--- src/rtl/data_mem_arb_pkg.sv ---
// Shared types and constants for the data memory arbiter.
// Holds the FSM state encoding and the watchdog width helper.
package data_mem_arb_pkg;

  typedef enum logic [0:0] {
    IDLE = 1'b0,
    WAIT = 1'b1
  } arb_state_e;

  localparam int DEF_ADDR_W = 4;
  localparam int DEF_DATA_W = 16;

  function automatic int wd_width(input int timeout);
    return $clog2(timeout + 1);
  endfunction

endpackage

--- src/rtl/data_mem_arbiter_rr_picker.sv ---
// Combinational round-robin picker: first requester at or above ptr, with wrap.
// The pointer register itself lives in the parent.
module rr_picker #(
  parameter int NUM_REQ = 2,
  parameter int IDX_W   = 1
) (
  input  logic [NUM_REQ-1:0] req_valid,
  input  logic [IDX_W-1:0]   ptr,
  output logic [NUM_REQ-1:0] grant,
  output logic [IDX_W-1:0]   idx,
  output logic               any
);

  localparam int CW = IDX_W + 1;

  logic [CW-1:0] sum_s;
  logic [CW-1:0] cand_s;
  logic          hit_s;

  // Scan from the farthest candidate down so the one closest to ptr wins.
  always_comb begin
    sum_s  = '0;
    cand_s = '0;
    hit_s  = 1'b0;
    idx    = '0;
    any    = 1'b0;
    for (int k = NUM_REQ - 1; k >= 0; k--) begin
      sum_s  = {1'b0, ptr} + CW'(k);
      cand_s = (sum_s >= CW'(NUM_REQ)) ? (sum_s - CW'(NUM_REQ)) : sum_s;
      hit_s  = req_valid[cand_s[IDX_W-1:0]];
      idx    = hit_s ? cand_s[IDX_W-1:0] : idx;
      any    = any | hit_s;
    end
  end

  // One-hot form of the chosen index.
  always_comb begin
    grant = '0;
    if (any) begin
      grant[idx] = 1'b1;
    end else begin
      grant = '0;
    end
  end

endmodule

--- src/rtl/data_mem_arbiter.sv ---
// Round-robin arbiter sharing a single-port data memory between NUM_REQ requesters.
// Issues one-cycle strobes, waits for the completion pulse, and times out into an error response.
module data_mem_arbiter
  import data_mem_arb_pkg::*;
#(
  parameter int NUM_REQ = 2,
  parameter int ADDR_W  = DEF_ADDR_W,
  parameter int DATA_W  = DEF_DATA_W,
  parameter int TIMEOUT = 8
) (
  input  logic                      clk,
  input  logic                      rst_n,
  input  logic [NUM_REQ-1:0]        req_valid,
  input  logic [NUM_REQ-1:0]        req_write,
  input  logic [NUM_REQ*ADDR_W-1:0] req_addr,
  input  logic [NUM_REQ*DATA_W-1:0] req_wdata,
  output logic [NUM_REQ-1:0]        req_ready,
  output logic [NUM_REQ-1:0]        rsp_valid,
  output logic [DATA_W-1:0]         rsp_data,
  output logic                      rsp_err,
  output logic                      in_data_mem,
  output logic                      write_data,
  output logic [ADDR_W-1:0]         adr_data,
  output logic [ADDR_W-1:0]         adr_data_write,
  output logic [DATA_W-1:0]         data_write,
  input  logic [DATA_W-1:0]         data,
  input  logic                      out_data_mem
);

  localparam int IDX_W = (NUM_REQ > 1) ? $clog2(NUM_REQ) : 1;
  localparam int WD_W  = wd_width(TIMEOUT);
  localparam logic [IDX_W-1:0] LAST_IDX = IDX_W'(NUM_REQ - 1);
  localparam logic [WD_W-1:0]  WD_LAST  = WD_W'(TIMEOUT - 1);

  arb_state_e          state_r, state_s;
  logic [IDX_W-1:0]    ptr_r, ptr_s;
  logic [IDX_W-1:0]    gnt_r, gnt_s;
  logic [WD_W-1:0]     wd_r, wd_s;
  logic                is_write_r, is_write_s;
  logic [NUM_REQ-1:0]  req_ready_r, req_ready_s;
  logic [NUM_REQ-1:0]  rsp_valid_r, rsp_valid_s;
  logic [DATA_W-1:0]   rsp_data_r, rsp_data_s;
  logic                rsp_err_r, rsp_err_s;
  logic                rd_stb_r, rd_stb_s;
  logic                wr_stb_r, wr_stb_s;
  logic [ADDR_W-1:0]   adr_rd_r, adr_rd_s;
  logic [ADDR_W-1:0]   adr_wr_r, adr_wr_s;
  logic [DATA_W-1:0]   wdata_r, wdata_s;

  logic [NUM_REQ-1:0]  pick_grant_s;
  logic [IDX_W-1:0]    pick_idx_s;
  logic                pick_any_s;

  rr_picker #(
    .NUM_REQ (NUM_REQ),
    .IDX_W   (IDX_W)
  ) u_picker (
    .req_valid (req_valid),
    .ptr       (ptr_r),
    .grant     (pick_grant_s),
    .idx       (pick_idx_s),
    .any       (pick_any_s)
  );

  // Next-state and next-output logic; strobes and pulses default low every cycle.
  always_comb begin
    state_s     = state_r;
    ptr_s       = ptr_r;
    gnt_s       = gnt_r;
    wd_s        = wd_r;
    is_write_s  = is_write_r;
    req_ready_s = '0;
    rsp_valid_s = '0;
    rsp_data_s  = '0;
    rsp_err_s   = 1'b0;
    rd_stb_s    = 1'b0;
    wr_stb_s    = 1'b0;
    adr_rd_s    = adr_rd_r;
    adr_wr_s    = adr_wr_r;
    wdata_s     = wdata_r;
    case (state_r)
      IDLE: begin
        wd_s = '0;
        if (pick_any_s) begin
          state_s     = WAIT;
          gnt_s       = pick_idx_s;
          ptr_s       = (pick_idx_s == LAST_IDX) ? '0 : (pick_idx_s + IDX_W'(1));
          req_ready_s = pick_grant_s;
          is_write_s  = req_write[pick_idx_s];
          if (req_write[pick_idx_s]) begin
            wr_stb_s = 1'b1;
            adr_wr_s = req_addr[pick_idx_s*ADDR_W +: ADDR_W];
            wdata_s  = req_wdata[pick_idx_s*DATA_W +: DATA_W];
          end else begin
            rd_stb_s = 1'b1;
            adr_rd_s = req_addr[pick_idx_s*ADDR_W +: ADDR_W];
          end
        end else begin
          state_s = IDLE;
        end
      end
      WAIT: begin
        if (out_data_mem) begin
          state_s            = IDLE;
          wd_s               = '0;
          rsp_valid_s[gnt_r] = 1'b1;
          rsp_data_s         = is_write_r ? '0 : data;
        end else if (wd_r == WD_LAST) begin
          // Completion never came: answer with an error so the owner is released.
          state_s            = IDLE;
          wd_s               = '0;
          rsp_valid_s[gnt_r] = 1'b1;
          rsp_err_s          = 1'b1;
        end else begin
          wd_s = wd_r + WD_W'(1);
        end
      end
      default: begin
        state_s = IDLE;
      end
    endcase
  end

  // State and registered-output flops.
  always_ff @(posedge clk or negedge rst_n) begin
    if (!rst_n) begin
      state_r     <= IDLE;
      ptr_r       <= '0;
      gnt_r       <= '0;
      wd_r        <= '0;
      is_write_r  <= 1'b0;
      req_ready_r <= '0;
      rsp_valid_r <= '0;
      rsp_data_r  <= '0;
      rsp_err_r   <= 1'b0;
      rd_stb_r    <= 1'b0;
      wr_stb_r    <= 1'b0;
      adr_rd_r    <= '0;
      adr_wr_r    <= '0;
      wdata_r     <= '0;
    end else begin
      state_r     <= state_s;
      ptr_r       <= ptr_s;
      gnt_r       <= gnt_s;
      wd_r        <= wd_s;
      is_write_r  <= is_write_s;
      req_ready_r <= req_ready_s;
      rsp_valid_r <= rsp_valid_s;
      rsp_data_r  <= rsp_data_s;
      rsp_err_r   <= rsp_err_s;
      rd_stb_r    <= rd_stb_s;
      wr_stb_r    <= wr_stb_s;
      adr_rd_r    <= adr_rd_s;
      adr_wr_r    <= adr_wr_s;
      wdata_r     <= wdata_s;
    end
  end

  assign req_ready      = req_ready_r;
  assign rsp_valid      = rsp_valid_r;
  assign rsp_data       = rsp_data_r;
  assign rsp_err        = rsp_err_r;
  assign in_data_mem    = rd_stb_r;
  assign write_data     = wr_stb_r;
  assign adr_data       = adr_rd_r;
  assign adr_data_write = adr_wr_r;
  assign data_write     = wdata_r;

endmodule

--- config.mk ---
export PLATFORM = sky130hd
export DESIGN_NAME = data_mem_arbiter
export DESIGN_NICKNAME = d
export VERILOG_FILES = /design/src/rtl/data_mem_arb_pkg.sv /design/src/rtl/data_mem_arbiter_rr_picker.sv /design/src/rtl/data_mem_arbiter.sv
export SDC_FILE = /design/constraint.sdc
export NUM_CORES = 1
export LEC_CHECK = 0
export CAP_MARGIN = 20
export CELL_PAD_IN_SITES_DETAIL_PLACEMENT = 0
export CELL_PAD_IN_SITES_GLOBAL_PLACEMENT = 1
export CORE_MARGIN = 3
export CORE_UTILIZATION = 35
export CTS_CLUSTER_SIZE = 10
export DETAILED_ROUTE_END_ITERATION = 10
export PLACE_DENSITY_LB_ADDON = 0.05
export SLEW_MARGIN = 20
export SYNTH_ARGS = -nofsm -noshare
export SYNTH_HDL_FRONTEND = slang
export SYNTH_SLANG_ARGS = --single-unit
--- constraint.sdc ---
create_clock -name clk -period 2.44 [get_ports clk]
set_input_delay 0.61 -clock clk [delete_from_list [all_inputs] [get_ports clk]]
set_output_delay 0.61 -clock clk [all_outputs]
set_load 0.02 [all_outputs]
==> results by group, run 1 <==
Run status
  • Outcome: finished clean

CTS
  • Clk sinks: between 50 and 60
  • CTS root buf: clkbuf_8
  • Htree depth: 2
  • Post-cts sizing count: 0
  • CTS buffer count: 5
  • Clk_lat worst skew: 310 ps
  • CTS tree: done
  • Setup Buffers After CTS: 0
  • Clock Tree Buf Depth: 2
  • CTS Hold Bufs: 0
  • Clk slew on worst S/H paths: 100 ps

Placement
  • GPL Wtd Cong: 0.683
  • Placed Area: 3640 um2
  • PortBufs: 109
  • Post-DP HPWL: 4010 um

Timing
  • Worst-Margin Slew: between 600 and 700 ps
  • # setup viols final: 0
  • Layout Skew: 9.92 ps
  • Relative slew margins: 60.0%
  • RSZ-0062 raised after global routing: no
  • Post-layout minimum cycle time: 1980 ps
  • Hold slack: ~290 ps
  • Tcrit/Tclk final: 81.3%
  • Slew Viols, Final: 0
  • Fmax: 504 MHz
  • Setup TNS: 0 ps
  • Final Hold Viols: 0

Cells and area
  • Area grow syn2layout: 56.8%
  • Final net count: 340
  • Most common cell after layout, fill and taps aside: clkdlybuf4s50_1
  • Share of layout cells above drive strength 1: 23.1%
  • Commonest cells after routing, fill and taps aside: clkdlybuf4s50_1 (108), dfrtp_1 (55), mux2_4 (38)
  • Diodes inserted: 0
  • Fin area: 3760 um2

Drt
  • Vias post-DR: 1611
  • Post-route ant nets: 0
  • DR pass1 iterations: 4
  • Initial DRC Count: 82
  • DRC Markers: 0
  • Routed len/inst: ~15 um
  • Vias per inst: 4.55
  • Post-Route WL: 5240 um

Logic synthesis
  • Largest area contributor in the netlist: dfrtp_1
  • Post-Synthesis Cells: 160
  • Unique cell type count in the Yosys netlist: 26
  • Post-synth top area share: 57.4%
  • Syn avg cell area: about 15 um2
  • Number of synthesized register bits: 55
  • Post-synthesis sequential area ratio: between 50% and 60%
  • Syn Nets: 224
  • Synth area leaders: dfrtp_1 (57%), mux2_4 (24%), and2_1 (4.2%), mux2_2 (2.8%), nor2_1 (1.6%)
  • Yosys Warn Count: 0
  • Netlist Area Pre-Place: about 2400 um2

Global route
  • Largest net degree at the start of global routing: 32
  • Gr usage total: 13.8%
  • Grt ovf: 0
  • Antenna violations before repair: 0
  • First-pass GRT wire length: 8220 um
  • Number of global-route vias before repair: around 1700

Critical path
  • CP startpoint kind: input pin
  • WP data arrival: 2180 ps
  • Critical path fanouts, max: 7
  • Worst EP required: 2630 ps
  • Crit end category: flip-flop
  • Crit Path Class: in2reg

Die
  • Initial core utilization: 36.9%
  • Die area: 7870 um2
  • Row Count: 29
  • Die W: around 90 um
  • # IOs: 110
  • Die height: 88.7 um
  • Placeable Area: around 6500 um2

Job
  • Max Cap Viol: 0

Hold path
  • Min-delay worst type: in2async

Power and ir drop
  • VDD IR max: 0.000499 V
  • Pleak: 1.70 nW
  • Pwr per Cell Area: approximately 830 nW/um2
  • Pwr Total: ~3.1 mW
synthesized netlist by cell type (all sizes together):
library cell  number
and3b              1
buf                5
o32a               1
xnor2              1
clkbuf             1
nand2              5
dfrtp             55
mux2              44
ha                 1
or2                1
o21a               1
and2              16
inv                3
o21ai              2
a21oi              3
nand3              3
o31a               1
nand2b             3
nor3               3
nor2              10
cells by family (layout without fill, tap and decap cells):
kind of cell | count (synthesis) | in the layout | share of synthesized area [%]
and+or+nand+nor | 42 | 42 | 9.61
muxes | 44 | 44 | 26.6
xor gates and xnor gates | 1 | 1 | 0.366
buffers and inverters | 9 | 126 | 3.08
AOI/OAI and AO/OA | 8 | 8 | 2.35
DFF | 55 | 55 | 57.4
adders and majority gates | 1 | 1 | 0.522
where the power goes:
part | switching (mW) | internal [mW]
sequential | 0.120 | 1.13
clock | 0.304 | 0.306
combinational | 0.517 | 0.758
total | 0.940 | 2.19
flip-flops by register name, summed over array words and instances (netlist names):
| signal | flops |
|---|---|
| ptr_r | 1 |
| write_data | 1 |
| rsp_valid | 2 |
| in_data_mem | 1 |
| wd_r | 4 |
| rsp_err | 1 |
| gnt_r | 1 |
| is_write_r | 1 |
| rsp_data | 16 |
| state_r | 1 |
| adr_data_write | 4 |
| adr_data | 4 |
| data_write | 16 |
| req_ready | 2 |
routing by layer:
layer | up-vias | GRT usage [%] | part of all wire (%)
met5 | - | 0 | 0
met4 | 0 | 4.53 | 1.3
met3 | 7 | 5.68 | 9.2
met2 | 60 | 23.2 | 49
met1 | 770 | 16.0 | 40
li1 | 774 | - | -
final cells by class:
type / count / area (um2)
Fill cell: 551 / 2740
Sequential cell: 55 / 1380
Timing Repair Buffer: 115 / 1210
Multi-Input combinational cell: 96 / 953
Tap cell: 77 / 96.3
Clock buffer: 5 / 68.8
Clock inverter: 3 / 43.8
Inverter: 3 / 11.3
stage by stage:
step | setup WS, ps | cells | utilization [%]
finish | 455 | 354 | 57.8
global placement | 158 | 346 | 56.1
detailed placement | 125 | 346 | 56.1
floorplan | 830 | 160 | -
CTS | 459 | 354 | 57.8
global route | 424 | 354 | 57.8
final timing paths:
path,start,to,slack [ps],cells past startpoint
max,req_valid[0],data_write[13],460,6
max reg2reg,ptr_r,data_write[13],830,5
min,rst_n,rsp_err,290,1
min in group clk,gnt_r,rsp_valid[0],430,1
max in group asynchronous,rst_n,in_data_mem,1580,2
min reg2reg,gnt_r,rsp_valid[0],430,1
critical path, stage by stage:
cell and delay [ps]:
clkdlybuf4s50_1 570, nand2b_2 120, nand2_4 170, buf_12 150, mux2_4 300, mux2_4 260
No activity file was read; power rests on OpenSTA's default activity.
==> run 2, diff against run 1 <==
- CORE_UTILIZATION: 35 -> 29
- clock period: 2.44 -> 1.6 ns (I/O delays scaled with it)
==> run 2 against run 1 <==
Non-clock buffer count grew 9. Total power grew 43%. Cell area grew 2.1%. Sequential share of layout area shrank 0.76 points. Count of clock-buffer cells in the layout is the same. First-iteration DRC count shrank 66%. Clock skew grew 4.6 ps. Cell count grew 9.6%. Worst hold slack lost 210 ps. Utilization shrank 9.2 points. Combinational power grew 45%. Critical path type unchanged.
==> results by group, run 2 (synthesis results as in run 1) <==
Power and ir drop
  • Pwr per Cell Area: 1170 nW/um2
  • Seq pwr share: roughly two fifths
  • Clk network pwr share: 17.1%
  • Sw frac: 32.2%
  • Logic pwr share: 41.2%
  • Net Switching: 1.44 mW
  • Pleak: roughly 1.9 nW
  • VDD IR max: 0.000424 V
  • Internal Pwr Total: 3.04 mW

Critical path
  • Critical-path cell list: clkdlybuf4s50_1, nand3_1, a21oi_4, buf_12, mux2_4
  • R2r setup slk: 20 ps
  • Delay-heaviest family, CP: buffers and inverters
  • Crit path max-delay cell type: clkdlybuf4s50_1
  • Buf/Inv on CP: 2
  • Critical path fanouts, max: 17
  • Reg2Reg Launch Point: ptr_r
  • Crit end category: flip-flop
  • Worst path max stage delay: about 500 ps
  • Worst EP required: 1790 ps
  • WP data arrival: approximately 1800 ps
  • CP startpoint kind: input pin
  • Reg2reg path depth: 6
  • Worst R2R End: adr_data[3]
  • Crit Path Class: in2reg

Cells and area
  • Commonest cells after routing, fill and taps aside: clkdlybuf4s50_1 (59), dfrtp_1 (55), dlygate4sd2_1 (49)
  • Most common cell after layout, fill and taps aside: clkdlybuf4s50_1
  • Area grow syn2layout: 60.1%
  • Fin area: 3840 um2
  • Share of layout cells above drive strength 1: 25.9%
  • Final net count: around 350
  • Diodes inserted: 0

Drt
  • Routed len/inst: 14.0 um
  • Metal1 wirelength: about 2300 um
  • Vias post-DR: 1619
  • Post-Route WL: 5440 um
  • DR pass1 iterations: 4
  • Post-route ant nets: 0
  • Highest metal used: met4
  • DR WL met3: between 400 and 500 um
  • Vias per inst: around 4.2
  • WL met2: 2650 um
  • Initial DRC Count: 28
  • DRC Markers: 0

CTS
  • Clk sinks: 55
  • CTS buffer count: 5
  • Clk slew on worst S/H paths: 110 ps
  • Clk_lat worst skew: 310 ps
  • CTS root buf: clkbuf_8
  • Htree depth: 2
  • Clock Tree Buf Depth: 2
  • CTS tree: done

Placement
  • Placed Area: 3700 um2
  • PortBufs: 109
  • Post-DP HPWL: 3910 um
  • GPL Wtd Cong: 0.685

Global route
  • Gr usage total: 11.8%
  • Grt ovf: 0
  • Largest net degree at the start of global routing: 56
  • First-pass GRT wire length: 8880 um
  • Number of global-route vias before repair: 1762
  • Antenna violations before repair: 0

Timing
  • RSZ-0062 raised after global routing: yes
  • Worst-Margin Slew: approximately 460 ps
  • Final Hold Viols: 0
  • Layout Skew: 14.6 ps
  • Slew Viols, Final: 0
  • Post-layout minimum cycle time: 1580 ps
  • # setup viols final: 0
  • Setup TNS: 0 ps
  • Relative slew margins: about 69%
  • Fmax: 634 MHz
  • Tcrit/Tclk final: 98.5%

Die
  • Die height: 96.9 um
  • Row Count: 32
  • Die area: 9390 um2
  • Placeable Area: 7890 um2
  • # IOs: 110
  • Initial core utilization: 30.4%
  • Die W: 96.9 um

Hold path
  • Min-delay worst type: in2async

Run status
  • Outcome: finished clean

Job
  • Max Cap Viol: 0
[run 2: layer usage]
metal	track usage, %	up-vias
met5	0	-
met4	3.56	0
met3	4.69	5
met2	19.5	57
met1	14.2	766
li1	-	791
[run 2: worst max path at each step]
stage                     slack, ps  depth (start not counted)        endpoint    startpoint
after CTS                        -4                          6   data_write[8]         ptr_r
after floorplan                 100                          5  data_write[10]         ptr_r
after global routing            -40                          6     adr_data[3]         ptr_r
after detailed placement       -460                          6     adr_data[0]  req_valid[0]
final                            20                          5   data_write[0]  req_write[1]
after global placement         -460                          6     adr_data[3]  req_valid[0]
[run 2: area by class of cell]
cell class,count,area (um2)
Timing Repair Buffer,124,1240
Clock inverter,3,20.0
Sequential cell,55,1380
Fill cell,720,4050
Multi-Input combinational cell,96,987
Inverter,3,11.3
Clock buffer,5,68.8
Tap cell,102,128
[run 2: timing repair]
action,CTS,global route
pin swaps,1,1
setup buffers,2,1
cloned,1,0
resized for setup,53,2
setup endpoints to repair,71,24
hold buffers,0,0
[run 2: power groups by stage]
stage,Clock [mW],Sequential [mW],Combinational [mW]
2_1_floorplan,0,2.28,0.654
3_3_place_gp,0,1.92,1.98
3_5_place_dp,0,1.91,2.00
4_1_cts,0.816,1.88,1.86
5_1_grt,0.862,1.93,1.97
6_report,0.767,1.87,1.85
[run 2: metrics by stage]
| stage | util (%) | hold slack [ps] | power [mW] | instances | setup WS (ps) |
|---|---|---|---|---|---|
| 2_1_floorplan | - | 104 | 2.94 | 160 | 104 |
| 3_3_place_gp | 46.9 | 411 | 3.91 | 376 | -458 |
| 3_5_place_dp | 46.9 | 417 | 3.91 | 376 | -464 |
| 4_1_cts | 48.3 | 71.6 | 4.55 | 387 | -3.62 |
| 5_1_grt | 48.6 | 78.8 | 4.76 | 388 | -38.1 |
| 6_report | 48.6 | 78.2 | 4.48 | 388 | 23.7 |
